==> config.mk <==
export PLATFORM = sky130hd
export DESIGN_NAME = inst_fetch
export DESIGN_NICKNAME = d
export VERILOG_FILES = /design/src/rtl/inst_fetch.sv
export SDC_FILE = /design/constraint.sdc
export NUM_CORES = 1
export LEC_CHECK = 0
export BUFFER_PORTS_ARGS = -buffer_cell sky130_fd_sc_hd__buf_2
export CAP_MARGIN = 20
export CELL_PAD_IN_SITES_DETAIL_PLACEMENT = 0
export CELL_PAD_IN_SITES_GLOBAL_PLACEMENT = 1
export CORE_MARGIN = 8
export CORE_UTILIZATION = 35
export DETAILED_ROUTE_END_ITERATION = 7
export MAX_ROUTING_LAYER = met4
export PLACE_DENSITY = 0.72
export SLEW_MARGIN = 20
export SYNTH_ARGS = -nofsm -noshare
export SYNTH_HDL_FRONTEND = slang
export SYNTH_SLANG_ARGS = --single-unit
==> constraint.sdc <==
create_clock -name clk -period 2.86 [get_ports clk]
set_input_delay 0.429 -clock clk [delete_from_list [all_inputs] [get_ports clk]]
set_output_delay 0.429 -clock clk [all_outputs]
set_load 0.01 [all_outputs]
==> src/rtl/inst_fetch.sv <==
// Instruction fetch: PC, optional direct-mapped I-cache, miss handling, one-entry output buffer.
// Define ICACHE_EN to build the cache; without it every fetch goes to memory.
module inst_fetch #(
    parameter int ICACHE_LINES = 64
) (
    input  logic        clk,
    input  logic        rst,
    input  logic        rdy,
    input  logic        iJUMP_en,
    input  logic [31:0] iJUMP_pc,
    input  logic        iIQ_full,
    output logic        oIQ_en,
    output logic [31:0] oIQ_inst,
    output logic [31:0] oIQ_pc,
    output logic        oMC_en,
    output logic [31:0] oMC_addr,
    input  logic        iMC_done,
    input  logic [31:0] iMC_inst
);

    typedef enum logic [1:0] {
        IDLE,
        WAIT,
        DROP
    } state_t;

    state_t      state_q, state_d;
    logic [31:0] pc_q, pc_d;
    logic [31:0] miss_q, miss_d;
    logic        pv_q, pv_d;
    logic [31:0] pinst_q, pinst_d;
    logic [31:0] ppc_q, ppc_d;
    logic        mce_q, mce_d;
    logic [31:0] mca_q, mca_d;

    logic        hit;
    logic [31:0] hit_data;
    logic        slot_free;

    assign oIQ_en    = rdy & pv_q & ~iIQ_full & ~iJUMP_en;
    assign oIQ_inst  = oIQ_en ? pinst_q : 32'h0;
    assign oIQ_pc    = oIQ_en ? ppc_q : 32'h0;
    assign oMC_en    = mce_q;
    assign oMC_addr  = mca_q;
    assign slot_free = ~pv_q | oIQ_en;

`ifdef ICACHE_EN
    localparam int IDX = $clog2(ICACHE_LINES);
    localparam int TW  = 30 - IDX;

    logic [ICACHE_LINES-1:0] valid_q;
    logic [TW-1:0]           tag_q  [ICACHE_LINES];
    logic [31:0]             data_q [ICACHE_LINES];
    logic [IDX-1:0]          ridx;
    logic [IDX-1:0]          widx;
    logic                    cwe;

    assign ridx     = pc_q[IDX+1:2];
    assign widx     = miss_q[IDX+1:2];
    assign hit      = valid_q[ridx] && (tag_q[ridx] == pc_q[31:IDX+2]);
    assign hit_data = data_q[ridx];
    // Every completed read fills the cache, even one whose data is dropped
    assign cwe = rdy & iMC_done & ((state_q == WAIT) | (state_q == DROP));

    always_ff @(posedge clk) begin
        if (rst) begin
            valid_q <= '0;
        end else if (cwe) begin
            valid_q[widx] <= 1'b1;
        end
    end

    always_ff @(posedge clk) begin
        if (cwe) begin
            tag_q[widx]  <= miss_q[31:IDX+2];
            data_q[widx] <= iMC_inst;
        end
    end
`else
    assign hit      = 1'b0;
    assign hit_data = 32'h0;
`endif

    always_comb begin
        state_d = state_q;
        pc_d    = pc_q;
        miss_d  = miss_q;
        pv_d    = pv_q & ~oIQ_en;
        pinst_d = pinst_q;
        ppc_d   = ppc_q;
        mce_d   = mce_q;
        mca_d   = mca_q;
        if (rdy) begin
            if (iJUMP_en) begin
                pc_d = iJUMP_pc;
                pv_d = 1'b0;
                if (state_q == WAIT) begin
                    mce_d   = 1'b0;
                    state_d = iMC_done ? IDLE : DROP;
                end else if (state_q == DROP && iMC_done) begin
                    state_d = IDLE;
                end
            end else begin
                unique case (state_q)
                    IDLE: begin
                        if (slot_free) begin
                            if (hit) begin
                                pv_d    = 1'b1;
                                pinst_d = hit_data;
                                ppc_d   = pc_q;
                                pc_d    = pc_q + 32'd4;
                            end else begin
                                mce_d   = 1'b1;
                                mca_d   = pc_q;
                                miss_d  = pc_q;
                                state_d = WAIT;
                            end
                        end
                    end
                    WAIT: begin
                        if (iMC_done) begin
                            pv_d    = 1'b1;
                            pinst_d = iMC_inst;
                            ppc_d   = miss_q;
                            pc_d    = miss_q + 32'd4;
                            mce_d   = 1'b0;
                            state_d = IDLE;
                        end
                    end
                    DROP: begin
                        if (iMC_done) begin
                            state_d = IDLE;
                        end
                    end
                    default: state_d = IDLE;
                endcase
            end
        end
    end

    always_ff @(posedge clk) begin
        if (rst) begin
            state_q <= IDLE;
            pc_q    <= 32'h0;
            miss_q  <= 32'h0;
            pv_q    <= 1'b0;
            pinst_q <= 32'h0;
            ppc_q   <= 32'h0;
            mce_q   <= 1'b0;
            mca_q   <= 32'h0;
        end else begin
            state_q <= state_d;
            pc_q    <= pc_d;
            miss_q  <= miss_d;
            pv_q    <= pv_d;
            pinst_q <= pinst_d;
            ppc_q   <= ppc_d;
            mce_q   <= mce_d;
            mca_q   <= mca_d;
        end
    end

endmodule

======== Word level (Yosys, flattened, before mapping) ========
Index checks and enable logic that the tools add are counted.
operators by class
  equal/unequal tests ..................... 7
  bitwise operators ....................... 9
  multiplexer cells ....................... 21
  reductions and logical operators ........ 11
  $add $sub $neg .......................... 1
operators with widths
  cell                                                                   count
  32-bit two-way mux                                                     5
  32-bit by 3-bit adder with 32-bit output, second input constant        1
  2-bit two-way mux                                                      6
  4-bit AND reduction                                                    3
  1-bit two-way mux                                                      8
  3-bit by 1-bit != test with 1-bit output, second input constant        2
  3-bit != test, second input constant                                   2
  2-bit nonzero test                                                     3
  5-bit AND reduction                                                    1
  1-bit AND                                                              4
  1-bit inverter                                                         4
  2-bit one-hot mux with 2 select lines                                  1
  3-bit AND reduction                                                    1
  2-bit by 1-bit equality test with 1-bit output, second input constant  1
  2-bit equality test, second input constant                             1
  2-bit zero test                                                        1
  2-bit by 1-bit != test with 1-bit output, second input constant        1
  1-bit one-hot mux with 2 select lines                                  1
  2-bit OR reduction                                                     1
  1-bit logical AND                                                      1
  1-bit bitwise OR                                                       1
storage, ports and cells
  register bits ........................... 132
  word-level logic and storage cells ...... 56
  input port bits ......................... 70

======== Depth between registers and ports, before layout ========
Gate-level depths: netlist (run 1).
  depth in word-level cells ............... 9
  depth in mapped cells ................... 8
  depth with buffers taken out ............ 7

======== Least setup slack after synthesis (run 1) ========
OpenSTA, ideal clock, no wires.
  path type ............................... input port to output port
  start ................................... in iJUMP_en
  end ..................................... out oIQ_inst[10]
  data required time ...................... 2.431 ns
  arrival ................................. 1.420 ns
  stages on the path ...................... 4
  path buffers ............................ 2
  path slack .............................. 1.011 ns
  path through ............................ nor4b_1 clkbuf_1 clkbuf_1 and2_1
between the ends
  word-level cells in the longest chain between the ends .. 3
RTL lines
  element                   RTL line  source
  from (decl)               9         input logic iJUMP_en,
  1-bit inverter (no line)  --
  1-bit AND                 40        assign oIQ_en = rdy & pv_q & ~iIQ_full & ~iJUMP_en;
  32-bit two-way mux        41        assign oIQ_inst = oIQ_en ? pinst_q : 32'h0;
  to (decl)                 13        output logic [31:0] oIQ_inst,
No other way between the ends.

======== Final worst setup path (run 1) ========
  start ................................... reg pv_q
  end ..................................... out oIQ_pc[5]
between the ends
  word-level cells in the longest chain between the ends .. 4
RTL lines
  element                  RTL line  source
  from (decl)              30        logic pv_q, pv_d;
  from (signal assigned)   155       pv_q <= pv_d;
  1-bit AND (3 in series)  40
  32-bit two-way mux       42        assign oIQ_pc = oIQ_en ? ppc_q : 32'h0;
  to (decl)                14        output logic [31:0] oIQ_pc,
No other way between the ends.

==> results.txt, run 1 <==
The detailed-route wire length came out at 18,840 µm. The launching element of the worst setup path is pv_q$_SDFF_PP0_. The total of max-cap violations came out at 0. After synthesis, the mean cell area works out to 7.737 µm². In the routed layout, each cell is associated on average with a via count of 4.846.

The number of port buffers is 167. The startpoint identified for the worst register-to-register timing path is state_q[1]$_SDFFE_PP0P_. Counting every instance in the synthesized netlist gives 783. Entering global routing, the biggest net connects 45 pins. The depth of the CTS H-tree came out at 4. Including well taps, the total number of placed cells is 1,130.

The top layer reached by signal wires is met4. After layout, the design draws a total of 4.408 mW. The worst slew margin relative to its limit is 66.71%. The final cycle utilization of the critical path is 76.25%.

The largest total area in the synthesized netlist belongs to dfxtp_1. The clock drives 132 sinks. The number of gates given a new drive strength after cts is 0.

The slew of the pin with the lowest slew margin is 499.3 ps. The initial antenna violation count is 0. Prior to clock tree synthesis, the placed netlist has a worst setup slack of 568.1 ps. Summing the areas of all compound-gate instances in the mapped netlist gives 15.76% of the synthesized area.

The worst hold margin is 247.8 ps. The routed length on met3 came out at 1221 µm. The adder-cell area share of the yosys netlist is 0.8261%. The number of buffers added by the clock tree synthesis step came out at 17. In this run the most critical hold path is launched from iMC_inst[0]. The run finished with clean final reports. After synthesis, flip-flops and latches occupy 43.62% of the total area. After clock tree synthesis, the clock-pin slew on the worst setup and hold paths is 60 ps.

After legalization and detailed placement, the total HPWL measured 13,030 µm. Of the cells placed in the final design, the portion with a size suffix greater than 1 is 24.55%. At the worst endpoint, the arrival time is 1750 ps. The wire length on met2 came out at 8538 µm. Static timing analysis puts the maximum clock frequency at 458.6 MHz. The power density of the placed cells came out at 576.6 mW/mm².

The global-route congestion overflow total is 0. The via count of the first global-routing pass came out at 5,506. The required time of the critical path came out at 2430 ps. The vertical die dimension came out at 147.6 µm. The synthesized netlist occupies a cell area of 0.006058 mm². After detailed routing, the number of remaining DRC violations is 0. The placeable core area came out at 0.01712 mm². The count of final hold-check violations was 0.

The total number of yosys warnings came out at 0. The maximum number of buffers from clock root to sink is 2. Summed over all failing endpoints, the final setup total negative slack is 0 ps. The dominant combinational cell family by area after synthesis is simple AND/OR/NAND/NOR gates. Measured against the total synthesized area, the mux share comes to 0.9913%. The routability-driven placement congestion ratio is 0.8235. After routing the design area is 0.007646 mm². The total of hold buffers inserted after clock tree synthesis is 0. The distinct cell type count after synthesis came out at 50. The growth of design area from synthesis to finish is 26.21%.

The most used flip-flop cell after synthesis is dfxtp_1. The number of cells in the finished layout apart from fillers came out at 1,163. Summing the areas of all xor and xnor instances in the mapped netlist gives 3.036% of the synthesized area. The tightest min-delay check is of the in -> reg type. Setup repair after global routing left no endpoint under its margin. The starting utilization of the core area is 35.39%. The first-pass GRT wire length is 29,990 µm. The floorplan die area is 0.02178 mm². The number of synthesized flops with an enable pin came out at 0. Of all nets on the critical path, the largest fanout is 30. The synthesized netlist devotes 30.52% of its cell area to simple gates. Of all flip-flops after synthesis, the portion carrying an async set or reset was 0%. The total I/O pin count is 168.

At the later pin of the worst-skew pair, clock insertion delay measures 420 ps. TritonCTS built the clock tree. The post-CTS setup repair buffer count is 0. The worst supply voltage drop on vdd came out at 414.1 µV. The total of endpoints with negative setup slack in the final report is 0. For this block, wires on met1 add up to 8844 µm.

The worst setup path is captured at an output port. The number of synthesized register bits came out at 132. The setup slack after layout is 679.2 ps. Dividing the detail-routed wire length by the instance count gives 16.20 µm. The post-synth net total is 857.

The minimum clock period after layout is 2181 ps. By area the synthesized netlist is led by dfxtp_1, nand2_1, a21oi_1. The site row count is 48. For this run, the post-layout net count is 998. The remaining number of nets flagged by the antenna check after routing is 0. CTS placed an instance of clkbuf_16 at the clock tree root. The static power due to leakage is 3.137 nW. The startpoint kind of the worst setup timing path is a register. The number of iterations in the first detailed-routing pass came out at 4. Global routing used 17.53% of the available tracks across all layers. The top cell type's share of synthesized area is 43.62%.

The first-iteration detailed-routing DRC count is 356. The via count of the routed design is 5,636. The count of final max-slew check failures is 0. The die width is 147.6 µm. Clock skew on the completed layout was measured at 5.266 ps. The setup path with the least slack is of type reg -> out.

In this run the cell area measured after placement is 0.007036 mm². The share of the core filled with cells is 44.67%.
==> placed cells by master, fill, tap and decap left out, types with 7 or more instances in the layout <==
master,synthesis,layout
or3_1,9,9
o22ai_1,8,8
buf_2,10,166
dfxtp_1,132,132
xor2_1,12,12
buf_4,0,16
nand4_1,7,7
nor2_1,17,17
and3_1,16,15
and2_1,65,65
xnor2_1,9,9
a211oi_1,8,8
a21oi_1,117,117
o21ai_0,17,17
nand2_1,220,220
nand3_1,16,15
clkbuf_16,0,17
==> critical path, cell delays in order, from the launching register on <==
cell and delay [ps]:
dfxtp_1 360, nor4b_2 280, buf_4 350, and2_1 190
buf_2 140
==> flip-flops by register name (all words and copies together), names as in the netlist <==
| name | flops |
|---|---|
| oMC_addr | 32 |
| oMC_en | 1 |
| pc_q | 32 |
| pinst_q | 32 |
| ppc_q | 32 |
| pv_q | 1 |
| state_q | 2 |
==> routing by layer <==
layer / track usage (%) / up-vias
li1: - / 2914
met1: 21.78 / 2560
met2: 27.57 / 145
met3: 4.586 / 17
met4: 5.150 / 0
met5: - / -
==> report_power, final <==
part           switching [mW]  total, mW  internal [mW]
clock                   0.778       2.25           1.47
combinational           0.155      0.252         0.0970
sequential             0.0318       1.91           1.88
total                   0.965       4.41           3.44
==> cell type report <==
class / instances / area (µm²)
inverters: 5 / 18.77
multi-input cells: 585 / 3122
clock buffers: 21 / 450.4
fillers: 1821 / 9470
flip-flops and latches: 132 / 2643
clock inverters: 11 / 157.7
well taps: 225 / 281.5
repair buffers: 183 / 970.9
diodes: 1 / 2.502
==> synthesized netlist by cell type, types with 3 or more instances <==
| cell | instances |
|---|---|
| and4_1 | 3 |
| buf_2 | 10 |
| and2_1 | 65 |
| or3_1 | 9 |
| and3_1 | 16 |
| a31oi_1 | 6 |
| ha_1 | 4 |
| mux2i_1 | 6 |
| nor3_1 | 5 |
| buf_6 | 5 |
| o211ai_1 | 4 |
| inv_1 | 4 |
| a211oi_1 | 8 |
| dfxtp_1 | 132 |
| nand2b_1 | 3 |
| xor2_1 | 12 |
| o21ai_0 | 17 |
| xnor2_1 | 9 |
| clkbuf_1 | 43 |
| nor4_1 | 3 |
| nand2_1 | 220 |
| nor2_1 | 17 |
| a21oi_1 | 117 |
| o22ai_1 | 8 |
| nand4_1 | 7 |
| nand3_1 | 16 |
==> path summary, 6_finish.rpt <==
| path | to | depth (start not counted) | slack (ps) |
|---|---|---|---|
| max | oIQ_pc[5] | 4 | 680 |
| min | pinst_q[0]$_SDFFE_PP0P_ | 3 | 250 |
| max reg2reg | pc_q[30]$_SDFFE_PP0P_ | 6 | 800 |
| min reg2reg | pinst_q[27]$_SDFFE_PP0P_ | 2 | 450 |
==> logic make-up (layout without fill, tap and decap cells) <==
family	count (synthesis)	in the layout
compound gates	173	173
xor+xnor	21	21
fa+ha+maj	4	4
buf+inv	66	220
flops	132	132
mux	6	6
other cells	0	1
simple gates	381	381
No activity file was read; power rests on OpenSTA's default activity.
==> run 2: changes to the inputs <==
--- a/config.mk
+++ b/config.mk
@@ -5,15 +5,16 @@
 export SDC_FILE = /design/constraint.sdc
 export NUM_CORES = 1
 export LEC_CHECK = 0
+export ABC_AREA = 1
 export BUFFER_PORTS_ARGS = -buffer_cell sky130_fd_sc_hd__buf_2
 export CAP_MARGIN = 20
 export CELL_PAD_IN_SITES_DETAIL_PLACEMENT = 0
 export CELL_PAD_IN_SITES_GLOBAL_PLACEMENT = 1
 export CORE_MARGIN = 8
-export CORE_UTILIZATION = 35
+export CORE_UTILIZATION = 33
 export DETAILED_ROUTE_END_ITERATION = 7
 export MAX_ROUTING_LAYER = met4
-export PLACE_DENSITY = 0.72
+export PLACE_DENSITY = 0.73
 export SLEW_MARGIN = 20
 export SYNTH_ARGS = -nofsm -noshare
 export SYNTH_HDL_FRONTEND = slang
==> constraint.sdc (replaced) <==
create_clock -name clk -period 1.9 [get_ports clk]
set_input_delay 0.285 -clock clk [delete_from_list [all_inputs] [get_ports clk]]
set_output_delay 0.285 -clock clk [all_outputs]
set_load 0.01 [all_outputs]
==> results.txt, run 2 <==
The latest clock arrival within the worst-skew pair is 440 ps. The logic gate share of total power is 9.5%. Ranked by total cell area, the synthesized netlist is headed by dfxtp_1, a21oi_1, o21ai_0. The clock net sink count is 132. The critical path starts at pv_q$_SDFF_PP0_.

The first-pass GRT wire length is 31,740 µm. The post-synthesis sequential area ratio is 43.20%. The clock tree synthesis step divided the H-tree into 4 levels.

The end of the worst register-to-register path is pc_q[26]$_SDFFE_PP0P_. Buffers inserted during clock tree synthesis total 17. The number of nets in the final layout came out at 1,120. The net switching component of the power is 1.824 mW.

The critical path data arrival time is 1500 ps. The share of final-layout standard cells stronger than drive strength 1 came out at 22.47%. For this run, the detailed router's first-pass iteration total came to 4. After technology mapping, the gate count stands at 895. Using the TritonRoute via totals, the vias-per-cell ratio works out to 4.698. The worst hold path begins at iMC_inst[0]. The total I/O pin count is 168. The final cycle utilization of the critical path is 93.72%. The required time of the critical path came out at 1620 ps. The share of total power dissipated in sequential elements is 43.8%. The worst hold path passes through 3 cells. The count of final max-slew check failures was 0. Before CTS, the worst setup slack after placement is 233.4 ps. The post-CTS setup repair buffer count is 0.

The maximum clock frequency came out at 561.6 MHz. The worst slew margin relative to its limit is 72.35%. The number of diodes is 0. Of all cell types, the one taking the most synthesized area is dfxtp_1. In the post-synthesis netlist, the cell with the most instances is a21oi_1. The design internal power is 4.984 mW. The first routing iteration left 303 violations.

The maximum number of buffers from clock root to sink is 2. Clock skew on the completed layout was measured at 22.21 ps. The CTS tree is built. The vertical die dimension came out at 152.2 µm. Measured along the x axis, the die boundary spans 152.2 µm. The initial antenna violation count is 0.

The count of final hold-check violations came out at 0. STA classifies the critical path endpoint as an output port. The post-CTS clock slew at the launch and capture registers of the worst setup and hold paths is 60 ps. The placeable core area is 0.01809 mm². In the layout the commonest cells are buf_2, a21oi_1, nand2_1, dfxtp_1, nor2_1. By startpoint and endpoint, the worst setup path is classified as reg -> out. Synthesis inferred 132 register bits. The tree is rooted in a clkbuf_16. The worst hold path terminates at pinst_q[0]$_SDFFE_PP0P_.

The floorplan die area is 0.02315 mm². The startpoint kind of the worst setup timing path is a register. The number of nets in the synthesized netlist is 969. The switching power as a share of total power is 26.79%. The routed layout has 6,051 vias.

The remaining number of nets flagged by the antenna check after routing came out at 0. Summing every instance area after synthesis gives 0.006117 mm². The maximum number of pins on one net before global-route repair came out at 71. Fill cells in the final layout number 1,950.

After routing, the total negative slack on setup checks comes to 0 ps. For this design the static power due to leakage is 3.208 nW. The routability-driven placement congestion ratio is 0.8012. The maximum fanout along the worst path came out at 28.

The detailed-route wire length is 19,880 µm. The total number of yosys warnings came out at 0. The growth of design area from synthesis to finish is 27.96%. The multi-input logic area came out at 0.002815 mm². The tool flagged a number of max-cap violations equal to 0. The number of port buffers came out at 167. At the pin with the least slew margin, the transition time is 414.7 ps. The clock network power share came out at 46.7%. The worst supply voltage drop on vdd came out at 641.9 µV.

The top cell type's share of synthesized area is 43.20%. The via count of the first global-routing pass was 5,843. The library cell used most frequently in the layout, excluding fill and tap cells, is buf_2. The reg-to-reg setup timing slack came out at 240 ps.

The minimum clock period after layout is 1781 ps. The total DRC errors in the routed layout is 0. The number of synthesized flops with an enable pin is 0. The starting utilization of the core area is 33.82%. The setup slack after layout is 119.3 ps. After synthesis, the share of flip-flops with an asynchronous set or reset is 0%. In the final routed layout, each cell accounts on average for 15.44 µm. After global routing the overflow that remains totals 0. The flow ran to the end, and the final reports show no timing, DRC or antenna violations. The total of endpoints with negative setup slack in the final report came out at 0. Registers take 0.002643 mm².

The power density of the placed cells came out at 869.7 mW/mm². The distinct cell type count after synthesis is 26. The site row count is 49.

The mean area per synthesized cell is 6.835 µm². Once detailed placement completed, the half-perimeter wirelength came to 13,660 µm. Among all flip-flop cells after synthesis, the most frequent one is dfxtp_1.

The classification of the worst-slack hold path is in -> reg. The aggregate global-route resource usage came out at 17.42%. Setup repair after global routing left no endpoint under its margin. For the worst flop-to-flop path, the logic depth is 10. In this run the critical register-to-register path is launched from oMC_addr[3]$_SDFFE_PP0P_.

The commonest cells after synthesis are a21oi_1, dfxtp_1, nand2_1.
-- run 2: cell type report --
class	count	area share [%]
multi-input cells	597	35.97
flip-flops and latches	132	33.76
repair buffers	186	14.00
clock buffers	19	5.659
inverters	112	5.371
well taps	229	3.660
clock inverters	13	1.582
-- run 2: cells by family after synthesis --
kind of cell,Yosys count,share of synthesized area (%)
xor+xnor,12,1.718
flops,132,43.20
fa+ha+maj,4,0.8182
compound gates,262,21.54
simple gates,319,21.74
buf+inv,166,10.98
-- run 2: critical path: stages, from the launching register on --
cell	delay [ps]
dfxtp_1	400
nand3_4	140
buf_12	200
nor2_1	150
buf_2	160
-- run 2: power groups by stage --
stage	Sequential, mW	Combinational (mW)	Clock, mW
floorplan	3.04	0.361	0
global placement	3.04	0.652	0
CTS	2.98	0.655	3.26
detailed placement	3.04	0.649	0
global route	3.00	0.731	3.37
finish	2.98	0.646	3.18
-- run 2: routing by layer --
metal / GRT usage (%) / vias to the layer above / part of all wire (%)
met2: 26.65 / 167 / 44
li1: - / 3173 / -
met4: 6.140 / 0 / 1.3
met5: - / - / 0
met1: 21.82 / 2697 / 49
met3: 4.623 / 14 / 5.1
-- run 2: how the worst max path moves through the flow --
| stage | cells past startpoint | slack, ps | endpoint |
|---|---|---|---|
| global route | 10 | 20 | pc_q[26]$_SDFFE_PP0P_ |
| floorplan | 10 | 410 | pc_q[26]$_SDFFE_PP0P_ |
| finish | 4 | 120 | oIQ_pc[1] |
| CTS | 4 | 90 | oIQ_pc[1] |
| global placement | 10 | 290 | pc_q[26]$_SDFFE_PP0P_ |
| detailed placement | 10 | 230 | pc_q[26]$_SDFFE_PP0P_ |
-- run 2: timing repair --
action / CTS / global route
gates resized for setup: 0 / 2
endpoints found under the setup margin: 0 / 2
hold buffers: 0 / 0
-- run 2: metrics by stage --
stage	total power, mW	hold WS [ps]	std cells	area (µm²)	utilization [%]
6_report	6.807	120.7	1288	7828	43.28
5_1_grt	7.098	129.6	1288	7828	43.28
4_1_cts	6.896	107.1	1287	7790	43.07
3_5_place_dp	3.689	443.0	1255	7223	39.94
3_3_place_gp	3.692	438.5	1255	7223	39.94
2_1_floorplan	3.400	429.4	895	6117	-
==> run 3: changes to the inputs <==
--- a/config.mk
+++ b/config.mk
@@ -5,13 +5,13 @@
 export SDC_FILE = /design/constraint.sdc
 export NUM_CORES = 1
 export LEC_CHECK = 0
-export ABC_AREA = 1
 export BUFFER_PORTS_ARGS = -buffer_cell sky130_fd_sc_hd__buf_2
 export CAP_MARGIN = 20
 export CELL_PAD_IN_SITES_DETAIL_PLACEMENT = 0
 export CELL_PAD_IN_SITES_GLOBAL_PLACEMENT = 1
 export CORE_MARGIN = 8
-export CORE_UTILIZATION = 33
+export CORE_UTILIZATION = 34
+export CTS_BUF_LIST = sky130_fd_sc_hd__clkbuf_8 sky130_fd_sc_hd__clkbuf_16
 export DETAILED_ROUTE_END_ITERATION = 7
 export MAX_ROUTING_LAYER = met4
 export PLACE_DENSITY = 0.73
==> results.txt, run 3 (same netlist as run 1, synthesis figures left out) <==
The met3 track demand over resource came out at 4.627%. The final reports fail on negative setup slack. The count of final hold-check violations came to 0. The initial antenna violation count is 0. The first detailed-routing pass ran for 4 iterations. For met1 alone, demand over resource in global routing was 24.25%. In this run the critical register-to-register path is launched from oMC_addr[2]$_SDFFE_PP0P_. Entering global routing, the biggest net connects 46 pins. TritonCTS built the clock tree. Summed over all cells, the static leakage comes to 3.561 nW. The root buffer cell is clkbuf_16. Adding up every negative setup slack in the final design gives -252.8 ps. The commonest non-fill, non-tap cell in the layout is nand2_1.

Clock latency on the worst-skew pair, taken at its later pin, is 420 ps. The worst register-to-register path ends at pc_q[26]$_SDFFE_PP0P_. The depth of the CTS H-tree came out at 4. The number of diodes came out at 0.

The growth of design area from synthesis to finish is 44.63%. In this run the most used layer during global routing was met2. The required time of the critical path is 1620 ps. The via count of the first global-routing pass is 5,824.

The slew of the pin with the lowest slew margin came out at 427.4 ps. Power comes to 6.450 mW. The detailed-route wire length came out at 21,150 µm. The category of the critical setup timing path is reg -> out. The starting utilization of the core area came out at 34.19%.

The average routed wire per standard cell came out at 17.37 µm. The critical path data arrival time is 1630 ps. The total of endpoints with negative setup slack in the final report came out at 18. Once detailed placement completed, the half-perimeter wirelength came to 13,540 µm. The worst slew margin relative to its limit is 71.50%. The routability-driven placement congestion ratio is 0.8269.

STA classifies the critical path endpoint as an output port. The total of max-cap violations is 0. The vertical die dimension came out at 149.5 µm.

Before CTS, the worst setup slack after placement is 96.03 ps. The power density of the placed cells is 736.1 mW/mm². The post-CTS clock slew at the launch and capture registers of the worst setup and hold paths came out at 60 ps.

The worst setup path is launched from a register. The tree built by TritonCTS fans out to 132 sinks. The total I/O pin count is 168.

The setup slack after layout came out at -19.90 ps. The placeable core area is 0.01772 mm². The number of nets in the final layout came out at 1,049. Global routing used 29.84% of the available met2 tracks. After the first detailed-routing iteration, the DRC count stood at 436. In this run the cell area measured after placement is 0.007373 mm².

The maximum number of buffers from clock root to sink is 2. The worst supply voltage drop on vdd came out at 662.7 µV. The worst clock skew is 14.00 ps.

The site row count came out at 49. The first global-routing pass estimated 32,430 µm of wire. The run finished, with violations left. In this run the register-to-register setup slack is 170 ps. Setup repair after global routing could not meet its margin everywhere.

The classification of the worst-slack hold path is in -> reg. The maximum clock frequency is 520.9 MHz. The final cycle utilization of the critical path is 101.0%. Leaving out fill and tap cells, the most frequent cells in the layout are nand2_1, dfxtp_1, a21oi_1, buf_2, buf_6.

The design area came out at 0.008762 mm². In the routed layout, each cell is associated on average with a via count of 4.883. The total DRC errors in the routed layout came out at 0. The total overflow left after global routing is 0. The minimum clock period after layout is 1920 ps.

In this run the remaining antenna-violating nets after routing total 0. The count of final max-slew check failures is 0. The end point of the critical path is oIQ_inst[23]. The via count of the routed design came out at 5,943. Counting the fill cells in the layout gives 1,758. The die width is 149.5 µm.

The aggregate global-route resource usage came out at 19.05%. The share of final-layout standard cells stronger than drive strength 1 is 35.02%. The cell depth of the worst flop-to-flop path is 6. The floorplan die area is 0.02235 mm². The maximum fanout along the worst path came out at 8. The number of buffers added by the clock tree synthesis step is 17.

In this run the worst setup path begins at pv_q$_SDFF_PP0_. The number of port buffers came out at 167.
-- run 3: changes by cell type in the layout (fill, tap and decap cells not counted), sizes merged, moves of 46 or more --
cell | previous run | this run
and2 | 3 | 65
buf | 185 | 231
inv | 116 | 8
nand2 | 138 | 220
nor2 | 139 | 19
o21ai | 116 | 19
-- run 3: cell type report --
cell class | instances | area, µm² | share of cell area, %
inverter | 5 | 18.77 | 0.2142
sequential | 132 | 2644 | 30.17
clock inverter | 15 | 142.6 | 1.628
clock buffer | 17 | 425.4 | 4.855
multi-input combinational | 585 | 3291 | 37.56
tap | 229 | 286.5 | 3.270
timing repair buffer | 234 | 1954 | 22.30
-- run 3: per-stage QoR --
| stage | instances | util, % | hold slack [ps] |
|---|---|---|---|
| 2_1_floorplan | 783 | - | 421.0 |
| 3_3_place_gp | 1170 | 41.61 | 437.9 |
| 3_5_place_dp | 1170 | 41.61 | 442.3 |
| 4_1_cts | 1211 | 47.07 | 91.28 |
| 5_1_grt | 1217 | 49.45 | 102.4 |
| 6_report | 1217 | 49.45 | 99.28 |
-- run 3: worst max-delay path: stages, from the launching register on --
cell,delay (ps)
dfxtp_2,330
nor4b_4,190
buf_6,160
buf_12,140
clkbuf_16,160
and2_4,140
buf_6,90
-- run 3: repair_timing --
action | 4_1_cts | 5_1_grt
pin swaps | 38 | 21
hold buffers | 0 | 0
resized for setup | 64 | 88
cloned | 5 | 3
buffers inserted | 4 | 4
setup endpoints to repair | 64 | 113
-- run 3: metal layers --
| layer | wire, µm | share of wire [%] |
|---|---|---|
| met4 | 179 | 0.85 |
| met2 | 10160 | 48 |
| met3 | 1139 | 5.4 |
| met5 | 0 | 0 |
| met1 | 9665 | 46 |
-- run 3: worst min path at each step --
stage | startpoint | to | slack [ps] | depth (start not counted)
2_1_floorplan | iMC_inst[0] | pinst_q[0]$_SDFFE_PP0P_ | 420 | 2
4_1_cts | iMC_inst[27] | pinst_q[27]$_SDFFE_PP0P_ | 90 | 3
3_5_place_dp | ppc_q[20]$_SDFFE_PP0P_ | ppc_q[20]$_SDFFE_PP0P_ | 440 | 2
3_3_place_gp | pinst_q[27]$_SDFFE_PP0P_ | pinst_q[27]$_SDFFE_PP0P_ | 440 | 2
6_report | iMC_inst[27] | pinst_q[27]$_SDFFE_PP0P_ | 100 | 3
5_1_grt | iMC_inst[27] | pinst_q[27]$_SDFFE_PP0P_ | 100 | 3
-- run 3: power breakdown --
group / total (mW) / internal [mW] / switching [mW] / leakage, nW
clock: 3.16 / 1.91 / 1.24 / 0.273
sequential: 2.86 / 2.82 / 0.0335 / 1.07
combinational: 0.437 / 0.175 / 0.261 / 2.22
total: 6.45 / 4.91 / 1.54 / 3.56
